===== src/rtl/riscv_writeback_pkg.sv =====
// Package riscv_def: definitions shared by the write-back stage files.
//   INST_MUL*      : mask/match encodings of the RV32M multiply instructions
//                    (MUL, MULH, MULHSU, MULHU), used to tag MUL-class ops.
//   WB_XLEN/WB_REG_AW : widths of the stage record; the riscv_writeback
//                    XLEN/REG_AW parameters must be kept equal to these.
//   wb_stage_t     : one pipeline slot {valid, is_mul, rd, data}.
//   is_mul_op()    : true when an instruction word is MUL-class.
package riscv_def;

  localparam int WB_XLEN   = 32;
  localparam int WB_REG_AW = 5;

  localparam logic [31:0] INST_MUL_MASK    = 32'hfe00_707f;
  localparam logic [31:0] INST_MUL_MATCH   = 32'h0200_0033;
  localparam logic [31:0] INST_MULH_MATCH  = 32'h0200_1033;
  localparam logic [31:0] INST_MULHSU_MATCH = 32'h0200_2033;
  localparam logic [31:0] INST_MULHU_MATCH = 32'h0200_3033;

  typedef struct packed {
    logic                 valid;
    logic                 is_mul;
    logic [WB_REG_AW-1:0] rd;
    logic [WB_XLEN-1:0]   data;
  } wb_stage_t;

  function automatic logic is_mul_op(input logic [31:0] op);
    logic [31:0] masked;
    masked = op & INST_MUL_MASK;
    return (masked == INST_MUL_MATCH)    || (masked == INST_MULH_MATCH) ||
           (masked == INST_MULHSU_MATCH) || (masked == INST_MULHU_MATCH);
  endfunction

endpackage


===== src/rtl/riscv_wb_skid.sv =====
// riscv_wb_skid: one-entry skid buffer for out-of-band load responses.
// Ports:
//   clk, srst_n              : clock, synchronous active-low reset
//   lsu_valid_i/rd_i/data_i  : load response from the LSU
//   lsu_ready_o              : response consumed this cycle
//   port_busy_i              : write port unavailable to a new load
//                              (s2 writing or pipeline held)
//   s2_wr_i                  : s2 owns the write port this cycle
//   buf_valid_o              : buffer holds a load
//   wr_valid_o/rd_o/data_o   : load write request towards the register file
//
// Handshake: a response transfers in any cycle where lsu_valid_i and
// lsu_ready_o are both high; ready depends only on the buffer state, never
// on lsu_valid_i, and the LSU must hold rd/data stable until the transfer.
module riscv_wb_skid #(
  parameter int XLEN   = 32,
  parameter int REG_AW = 5
) (
  input  logic              clk,
  input  logic              srst_n,
  input  logic              lsu_valid_i,
  input  logic [REG_AW-1:0] lsu_rd_i,
  input  logic [XLEN-1:0]   lsu_data_i,
  output logic              lsu_ready_o,
  input  logic              port_busy_i,
  input  logic              s2_wr_i,
  output logic              buf_valid_o,
  output logic              wr_valid_o,
  output logic [REG_AW-1:0] wr_rd_o,
  output logic [XLEN-1:0]   wr_data_o
);

  logic              buf_valid_q;
  logic [REG_AW-1:0] buf_rd_q;
  logic [XLEN-1:0]   buf_data_q;

  logic accept;
  logic keep;
  logic pass;
  logic drain;

  assign accept = lsu_valid_i & ~buf_valid_q;
  // Loads to x0 are consumed but never buffered or written.
  assign keep   = (lsu_rd_i != '0);
  assign pass   = accept & keep & ~port_busy_i;
  // The buffer yields only to an s2 write; it may drain while held.
  assign drain  = buf_valid_q & ~s2_wr_i;

  always_ff @(posedge clk) begin
    if (!srst_n) begin
      buf_valid_q <= 1'b0;
      buf_rd_q    <= '0;
      buf_data_q  <= '0;
    end else if (drain) begin
      buf_valid_q <= 1'b0;
    end else if (accept && keep && port_busy_i) begin
      buf_valid_q <= 1'b1;
      buf_rd_q    <= lsu_rd_i;
      buf_data_q  <= lsu_data_i;
    end
  end

  assign lsu_ready_o = ~buf_valid_q;
  assign buf_valid_o = buf_valid_q;
  assign wr_valid_o  = drain | pass;
  // While the buffer is full these carry the buffered entry, which the
  // forwarding logic relies on.
  assign wr_rd_o     = buf_valid_q ? buf_rd_q   : lsu_rd_i;
  assign wr_data_o   = buf_valid_q ? buf_data_q : lsu_data_i;

endmodule


===== src/rtl/riscv_writeback.sv =====
// riscv_writeback: result write-back stage after the ALU and riscv_mul.
// Every issued instruction is written exactly two unheld cycles after issue,
// lining the ALU result up with the registered multiplier output. Load
// responses use free write slots through riscv_wb_skid.
// Ports:
//   clk, srst_n           : clock, synchronous active-low reset
//   hold                  : pipeline freeze (shared with riscv_mul)
//   issue_*               : issued instruction (valid, opcode, rd, ALU result)
//   mul_result_i          : riscv_mul result, valid while the op sits in s2
//   lsu_valid_i/rd/data   : load response; lsu_ready_o accepts it
//   rs1_i/rs2_i, rs*_data_i : issue-stage sources and register-file data
//   rs*_data_o, stall_o   : forwarded operands and issue stall
//   rf_we_o/waddr_o/wdata_o : register-file write port
// Build option RISCV_WB_BYPASS_EN: when defined, operands are forwarded from
// s1/s2/the load buffer; otherwise any dependency on them stalls issue.
// The issue stage must keep issue_valid_i low while stall_o is high.
module riscv_writeback
  import riscv_def::*;
#(
  parameter int XLEN   = WB_XLEN,
  parameter int REG_AW = WB_REG_AW
) (
  input  logic              clk,
  input  logic              srst_n,
  input  logic              hold,
  input  logic              issue_valid_i,
  input  logic [31:0]       issue_opcode_i,
  input  logic [REG_AW-1:0] issue_rd_i,
  input  logic [XLEN-1:0]   issue_alu_result_i,
  input  logic [XLEN-1:0]   mul_result_i,
  input  logic              lsu_valid_i,
  input  logic [REG_AW-1:0] lsu_rd_i,
  input  logic [XLEN-1:0]   lsu_data_i,
  output logic              lsu_ready_o,
  input  logic [REG_AW-1:0] rs1_i,
  input  logic [REG_AW-1:0] rs2_i,
  input  logic [XLEN-1:0]   rs1_data_i,
  input  logic [XLEN-1:0]   rs2_data_i,
  output logic [XLEN-1:0]   rs1_data_o,
  output logic [XLEN-1:0]   rs2_data_o,
  output logic              stall_o,
  output logic              rf_we_o,
  output logic [REG_AW-1:0] rf_waddr_o,
  output logic [XLEN-1:0]   rf_wdata_o
);

  wb_stage_t s1_q, s2_q, s1_d;

  logic              s2_wr;
  logic [XLEN-1:0]   s2_data;
  logic              buf_valid;
  logic              lsu_wr_valid;
  logic [REG_AW-1:0] lsu_wr_rd;
  logic [XLEN-1:0]   lsu_wr_data;

  // Writes to x0 are dropped at capture so they are never tracked.
  always_comb begin
    s1_d        = '0;
    s1_d.valid  = issue_valid_i && (issue_rd_i != '0);
    s1_d.is_mul = is_mul_op(issue_opcode_i);
    s1_d.rd     = issue_rd_i;
    s1_d.data   = issue_alu_result_i;
  end

  always_ff @(posedge clk) begin
    if (!srst_n) begin
      s1_q <= '0;
      s2_q <= '0;
    end else if (!hold) begin
      s1_q <= s1_d;
      s2_q <= s1_q;
    end
  end

  // A held s2 write is retried when hold drops; riscv_mul keeps its output.
  assign s2_wr   = s2_q.valid & ~hold;
  assign s2_data = s2_q.is_mul ? mul_result_i : s2_q.data;

  riscv_wb_skid #(
    .XLEN   (XLEN),
    .REG_AW (REG_AW)
  ) u_skid (
    .clk         (clk),
    .srst_n      (srst_n),
    .lsu_valid_i (lsu_valid_i),
    .lsu_rd_i    (lsu_rd_i),
    .lsu_data_i  (lsu_data_i),
    .lsu_ready_o (lsu_ready_o),
    .port_busy_i (s2_wr | hold),
    .s2_wr_i     (s2_wr),
    .buf_valid_o (buf_valid),
    .wr_valid_o  (lsu_wr_valid),
    .wr_rd_o     (lsu_wr_rd),
    .wr_data_o   (lsu_wr_data)
  );

  // s2 has priority; loads take the remaining slots. Writes are masked
  // while reset is asserted so in-flight results never land.
  always_comb begin
    rf_we_o    = 1'b0;
    rf_waddr_o = '0;
    rf_wdata_o = '0;
    if (srst_n) begin
      if (s2_wr) begin
        rf_we_o    = 1'b1;
        rf_waddr_o = s2_q.rd;
        rf_wdata_o = s2_data;
      end else if (lsu_wr_valid) begin
        rf_we_o    = 1'b1;
        rf_waddr_o = lsu_wr_rd;
        rf_wdata_o = lsu_wr_data;
      end
    end
  end

  function automatic logic hit(input logic v, input logic [REG_AW-1:0] rd,
                               input logic [REG_AW-1:0] rs);
    return v && (rs != '0) && (rd == rs);
  endfunction

  logic [REG_AW-1:0] rs_addr [2];
  logic [XLEN-1:0]   rs_rf   [2];
  logic [XLEN-1:0]   rs_out  [2];
  logic [1:0]        rs_stall;

  // Per operand, the youngest producer wins: s1, then s2, then the buffer.
  always_comb begin
    rs_addr[0] = rs1_i;
    rs_addr[1] = rs2_i;
    rs_rf[0]   = rs1_data_i;
    rs_rf[1]   = rs2_data_i;
    rs_stall   = '0;
    for (int i = 0; i < 2; i++) begin
      rs_out[i] = rs_rf[i];
`ifdef RISCV_WB_BYPASS_EN
      if (hit(s1_q.valid, s1_q.rd, rs_addr[i])) begin
        // The product is not available until the op reaches s2.
        if (s1_q.is_mul) rs_stall[i] = 1'b1;
        else             rs_out[i]   = s1_q.data;
      end else if (hit(s2_q.valid, s2_q.rd, rs_addr[i])) begin
        rs_out[i] = s2_data;
      end else if (hit(buf_valid, lsu_wr_rd, rs_addr[i])) begin
        rs_out[i] = lsu_wr_data;
      end
`else
      rs_stall[i] = hit(s1_q.valid, s1_q.rd, rs_addr[i]) ||
                    hit(s2_q.valid, s2_q.rd, rs_addr[i]) ||
                    hit(buf_valid, lsu_wr_rd, rs_addr[i]);
`endif
    end
  end

  assign rs1_data_o = rs_out[0];
  assign rs2_data_o = rs_out[1];
  assign stall_o    = |rs_stall;

endmodule


===== config.mk =====
export PLATFORM = sky130hd
export DESIGN_NAME = riscv_writeback
export DESIGN_NICKNAME = d
export VERILOG_FILES = /design/src/rtl/riscv_writeback_pkg.sv /design/src/rtl/riscv_wb_skid.sv /design/src/rtl/riscv_writeback.sv
export SDC_FILE = /design/constraint.sdc
export NUM_CORES = 1
export LEC_CHECK = 0
export BUFFER_PORTS_ARGS = -buffer_cell sky130_fd_sc_hd__buf_2
export CAP_MARGIN = 20
export CORE_MARGIN = 2
export CORE_UTILIZATION = 30
export CTS_CLUSTER_DIAMETER = 120
export CTS_CLUSTER_SIZE = 40
export DETAILED_ROUTE_END_ITERATION = 10
export MAX_ROUTING_LAYER = met4
export PLACE_DENSITY_LB_ADDON = 0.2
export SYNTH_ARGS = -nofsm -noshare
export SYNTH_HDL_FRONTEND = slang
export SYNTH_SLANG_ARGS = --single-unit

===== constraint.sdc =====
create_clock -name clk -period 4.31 [get_ports clk]
set_input_delay 0.6465 -clock clk [delete_from_list [all_inputs] [get_ports clk]]
set_output_delay 0.6465 -clock clk [all_outputs]
set_load 0.03 [all_outputs]

-- Yosys cells after proc, flatten, opt, wreduce, memory -nomap -nowiden
Cells that the tools add are included.
- flip-flop bits (word level): 116
- input bits: 217
- output and inout port bits: 104
- word-level logic and storage cells: 75
- eq/ne operators: 10
- multiplexer cells: 12
- bitwise gates (word level): 13
- reduce and logical (&&, ||, !) cells: 29
- operators with widths (cell ; count):
    two-way mux 32 bit ; 5
    == test 17 x 11 -> 1 bit, second input constant ; 4
    == test 5 bit ; 6
    two-way mux 5 bit ; 4
    nonzero test 5 bit ; 4
    logical AND 1 bit ; 15
    logical OR 1 bit ; 7
    inverter 1 bit ; 6
    AND 1 bit ; 5
    OR reduction 2 bit ; 2
    two-way mux 1 bit ; 3
    OR 1 bit ; 2
    AND reduction 2 bit ; 1

-- Longest topological paths before layout
- depth in word-level cells: 9
- mapped depth: 7
- mapped depth without buffers: 4

-- Cells and area by module
Synthesis repeated with hierarchy kept, for this count alone.
- cells, all modules: 754
- area, all modules: 6844.1 um2
- by module, submodules not included (module ; instances ; cells an instance ; area each (um2) ; sequential area each (um2)):
    riscv_writeback ; 1 ; 544 ; 4887.2 ; 1561.5
    riscv_wb_skid ; 1 ; 210 ; 1956.9 ; 760.7

-- Least setup slack after synthesis
No wires, ideal clock.
- path type: input port to output port
- start: input port srst_n
- end: output port rf_we_o
- arrival time: 2.124 ns
- setup slack: 1.540 ns
- stages on the path: 4
- path buffers: 3
- path through: clkbuf_1 clkbuf_1 clkbuf_1 a21boi_0
- longest elaborated chain between the ends: 1
- RTL lines (item ; line ; source):
    from (decl) ; riscv_writeback.sv:24 ; input logic srst_n,
    two-way mux 1 bit ; riscv_writeback.sv:103 ; if (srst_n) begin
    to (decl) ; riscv_writeback.sv:42 ; output logic rf_we_o,
No other way between the ends.

-- Final worst setup path
- start: register u_skid.buf_valid_q, in the netlist u_skid.buf_valid_o
- end: output port rf_wdata_o[14]
- longest elaborated chain between the ends: 8
- RTL lines (item ; line ; source):
    from (decl) ; riscv_wb_skid.sv:33 ; logic buf_valid_q;
    from (signal assigned) ; riscv_wb_skid.sv:51 ; buf_valid_q <= 1'b0;
    from (signal assigned) ; riscv_wb_skid.sv:55 ; buf_valid_q <= 1'b0;
    from (signal assigned) ; riscv_wb_skid.sv:57 ; buf_valid_q <= 1'b1;
    inverter 1 bit ; riscv_wb_skid.sv:42 ; assign accept = lsu_valid_i & ~buf_valid_q;
    AND 1 bit ; riscv_wb_skid.sv:42 ;
    AND 1 bit (2 in a row) ; riscv_wb_skid.sv:45 ; assign pass = accept & keep & ~port_busy_i;
    OR 1 bit ; riscv_wb_skid.sv:65 ; assign wr_valid_o = drain | pass;
    two-way mux 32 bit * ; riscv_writeback.sv:108 ; end else if (lsu_wr_valid) begin
    two-way mux 32 bit * ; riscv_writeback.sv:104 ; if (s2_wr) begin
    two-way mux 32 bit * ; riscv_writeback.sv:103 ;
    to (decl) ; riscv_writeback.sv:44 ; output logic [XLEN-1:0] rf_wdata_o
Every way passes the cells marked *; elsewhere a longest branch is shown, timed or not.

==> flow_metrics.env <==
export IMPL_synthesis_area_sq_um=6300
export IMPL_skew_ps=9.60
export IMPL_met2_length_microns=8180
export IMPL_via_per_inst=4.65
export IMPL_intPower_w=0.00208
export IMPL_yosysWarnings=0
export IMPL_syn_inst=689
export IMPL_power_switching_w=0.000760
export IMPL_ys_seq_elements=116
export IMPL_yosys_most_used_dff="dfxtp_1"
export IMPL_path_max_fanout=32
export IMPL_grt_pass1_vias=4893
export IMPL_setup_viol=0
export IMPL_top_layer="met4"
export IMPL_grt_max_degree=115
export IMPL_h_tree_depth=4
export IMPL_num_vias=4938
export IMPL_period_minus_slack_ps=3590
export IMPL_boundaryPins=321
export IMPL_comb_power_share=0.118
export IMPL_min_path_type="flip-flop to flip-flop"
export IMPL_place_congestion=0.858
export IMPL_synth_nets=906
export IMPL_cp_required_ps=3660
export IMPL_grt_overflow=0
export IMPL_grt_usage=0.162
export IMPL_root_buffer="clkbuf_16"
export IMPL_yosysSeqAreaShare=0.369
export IMPL_setup_tns_ps=0
export IMPL_wl_met1_microns=7810
export IMPL_wirelength_microns=17500
export IMPL_leakage_nw=3.06
export IMPL_finalHoldViolCount=0
export IMPL_place_hpwl_microns=12100
export IMPL_rsz0062_at_grt="false"
export IMPL_worst_slew_pin_slew_ps=1060
export IMPL_fmax_mhz=278
export IMPL_period_share=0.834
export IMPL_wl_per_cell_microns=16.4
export IMPL_placeableCoreArea_sq_um=20400
export IMPL_clk_pin_slew_worst_paths_ps=60
export IMPL_fin_nets=995
export IMPL_layout_drive_gt1_share=0.281
export IMPL_final_common_cell="buf_2"
export IMPL_holdWs_ps=458
export IMPL_power_frac_seq=0.410
export IMPL_ir_drop_uv=252
export IMPL_area_growth_synth_to_final_pct=18.2
export IMPL_cts_tree="built"
export IMPL_layout_common_cells="buf_2, dfxtp_1, mux2i_1"
export IMPL_die_area_sq_um=22200
export IMPL_cp_end_kind="output pin"
export IMPL_die_w_microns=149
export IMPL_drtIter0Drc=174
export IMPL_dr_pass1_iters=4
export IMPL_crit_arrival_ps=2950
export IMPL_ys_types=38
export IMPL_maxCapViolations=0
export IMPL_initial_core_util=0.308
export IMPL_post_cts_buffers=0
export IMPL_port_buffers=175
export IMPL_wl_met3_microns=1090
export IMPL_drc_errors=0
export IMPL_num_rows=52
export IMPL_post_cts_resized=0
export IMPL_async_flop_share=0
export IMPL_total_power_w=0.00284
export IMPL_cts_sinks=116
export IMPL_grt_pass1_wl_microns=26800
export IMPL_antenna_found_initial=3
export IMPL_clk_latency_ps=420
export IMPL_ant_nets=0
export IMPL_pwr_density_cell_nw_per_um2=381
export IMPL_power_frac_clock=0.472
export IMPL_criticalPathCategory="flip-flop to output pin"
export IMPL_synth_edf_count=0
export IMPL_avgSynthCellArea_sq_um=9.14
export IMPL_ctsHoldBuffers=0
export IMPL_cts_buffers=17
export IMPL_crit_path_start_kind="flip-flop"
export IMPL_finalMaxSlewViolations=0
export IMPL_relSlewSlack=0.291
export IMPL_die_h_microns=149
export IMPL_clk_path_buf_depth=2
export IMPL_netSwitchingFraction=0.268
export IMPL_status="finished, final reports clean"
-- logic make-up after synthesis --
| logic type | share of synthesized area |
|---|---|
| and+or+nand+nor | 0.179 |
| buffers and inverters | 0.122 |
| DFF | 0.369 |
| muxes | 0.180 |
| AOI/OAI and AO/OA | 0.109 |
| xor gates and xnor gates | 0.0417 |
-- cells in the mapped netlist (all sizes together) (2+ instances only) --
cell type  instances  area (sq um)
a21oi              5          25.0
a21boi             3          22.5
clkbuf            22          82.6
mux2i            113          1130
xor2               4          35.0
or4                2          18.8
dfxtp            116          2320
nor4               2          18.8
o211ai             5          37.5
nand4              7          43.8
nor2b             77           482
nand3             37           185
a211o              2          17.5
nor3               3          15.0
o32ai              2          17.5
nor2              35           131
inv                2          7.51
a221o             33           330
nand2             52           195
o21ai             40           204
xnor2             26           228
buf               92           676
-- metal layers --
layer	vias to the layer above	track usage
met5	-	-
met3	38	0.0498
met1	2227	0.196
met2	154	0.253
li1	2519	-
met4	0	0.0624
-- path summary, 6_finish.rpt --
kind                            cells after the start               endpoint                  start  slack (ps)
worst max-delay path                                4         rf_wdata_o[14]     u_skid.buf_valid_o         720
worst min-delay path                                2  u_skid.buf_data_q[15]  u_skid.buf_data_q[15]         460
worst max register to register                      6  u_skid.buf_data_q[21]     u_skid.buf_valid_o        2100
worst min register to register                      2  u_skid.buf_data_q[15]  u_skid.buf_data_q[15]         460
-- cell type report --
cell class	count	area (sq um)
flip-flops and latches	116	2320
fillers	2190	13000
inverters	3	11.3
clock inverters	14	131
well taps	270	338
multi-input cells	456	3230
diodes	3	7.51
clock buffers	17	425
repair buffers	184	973
-- flip-flops by register name, summed over array words and instances (netlist names) --
name	flops
s1_q	39
s2_q	39
u_skid.buf_data_q	32
u_skid.buf_rd_q	5
u_skid.buf_valid_o	1
-- power groups by stage --
stage | registers, W | clock network [W] | logic, W
6_report | 0.00116 | 0.00134 | 0.000336
4_1_cts | 0.00116 | 0.00138 | 0.000339
2_1_floorplan | 0.00117 | 0 | 0.000335
3_5_place_dp | 0.00119 | 0 | 0.000338
5_1_grt | 0.00117 | 0.00143 | 0.000373
3_3_place_gp | 0.00119 | 0 | 0.000336
-- worst max-delay path, cell delays in order, from the launching register on --
cell and delay [ps]:
dfxtp_1 630, clkinv_1 500, nor2_4 900, a221o_1 290, buf_2 200
-- stage by stage --
step / worst slack [ps] / cells / utilization / instance area [sq um]
3_5_place_dp: 836 / 1028 / 0.336 / 6860
2_1_floorplan: 1540 / 689 / - / 6300
6_report: 715 / 1063 / 0.364 / 7440
4_1_cts: 653 / 1059 / 0.363 / 7410
5_1_grt: 481 / 1063 / 0.364 / 7440
3_3_place_gp: 818 / 1028 / 0.336 / 6860
Note: power is estimated with default switching activity, not from simulation.
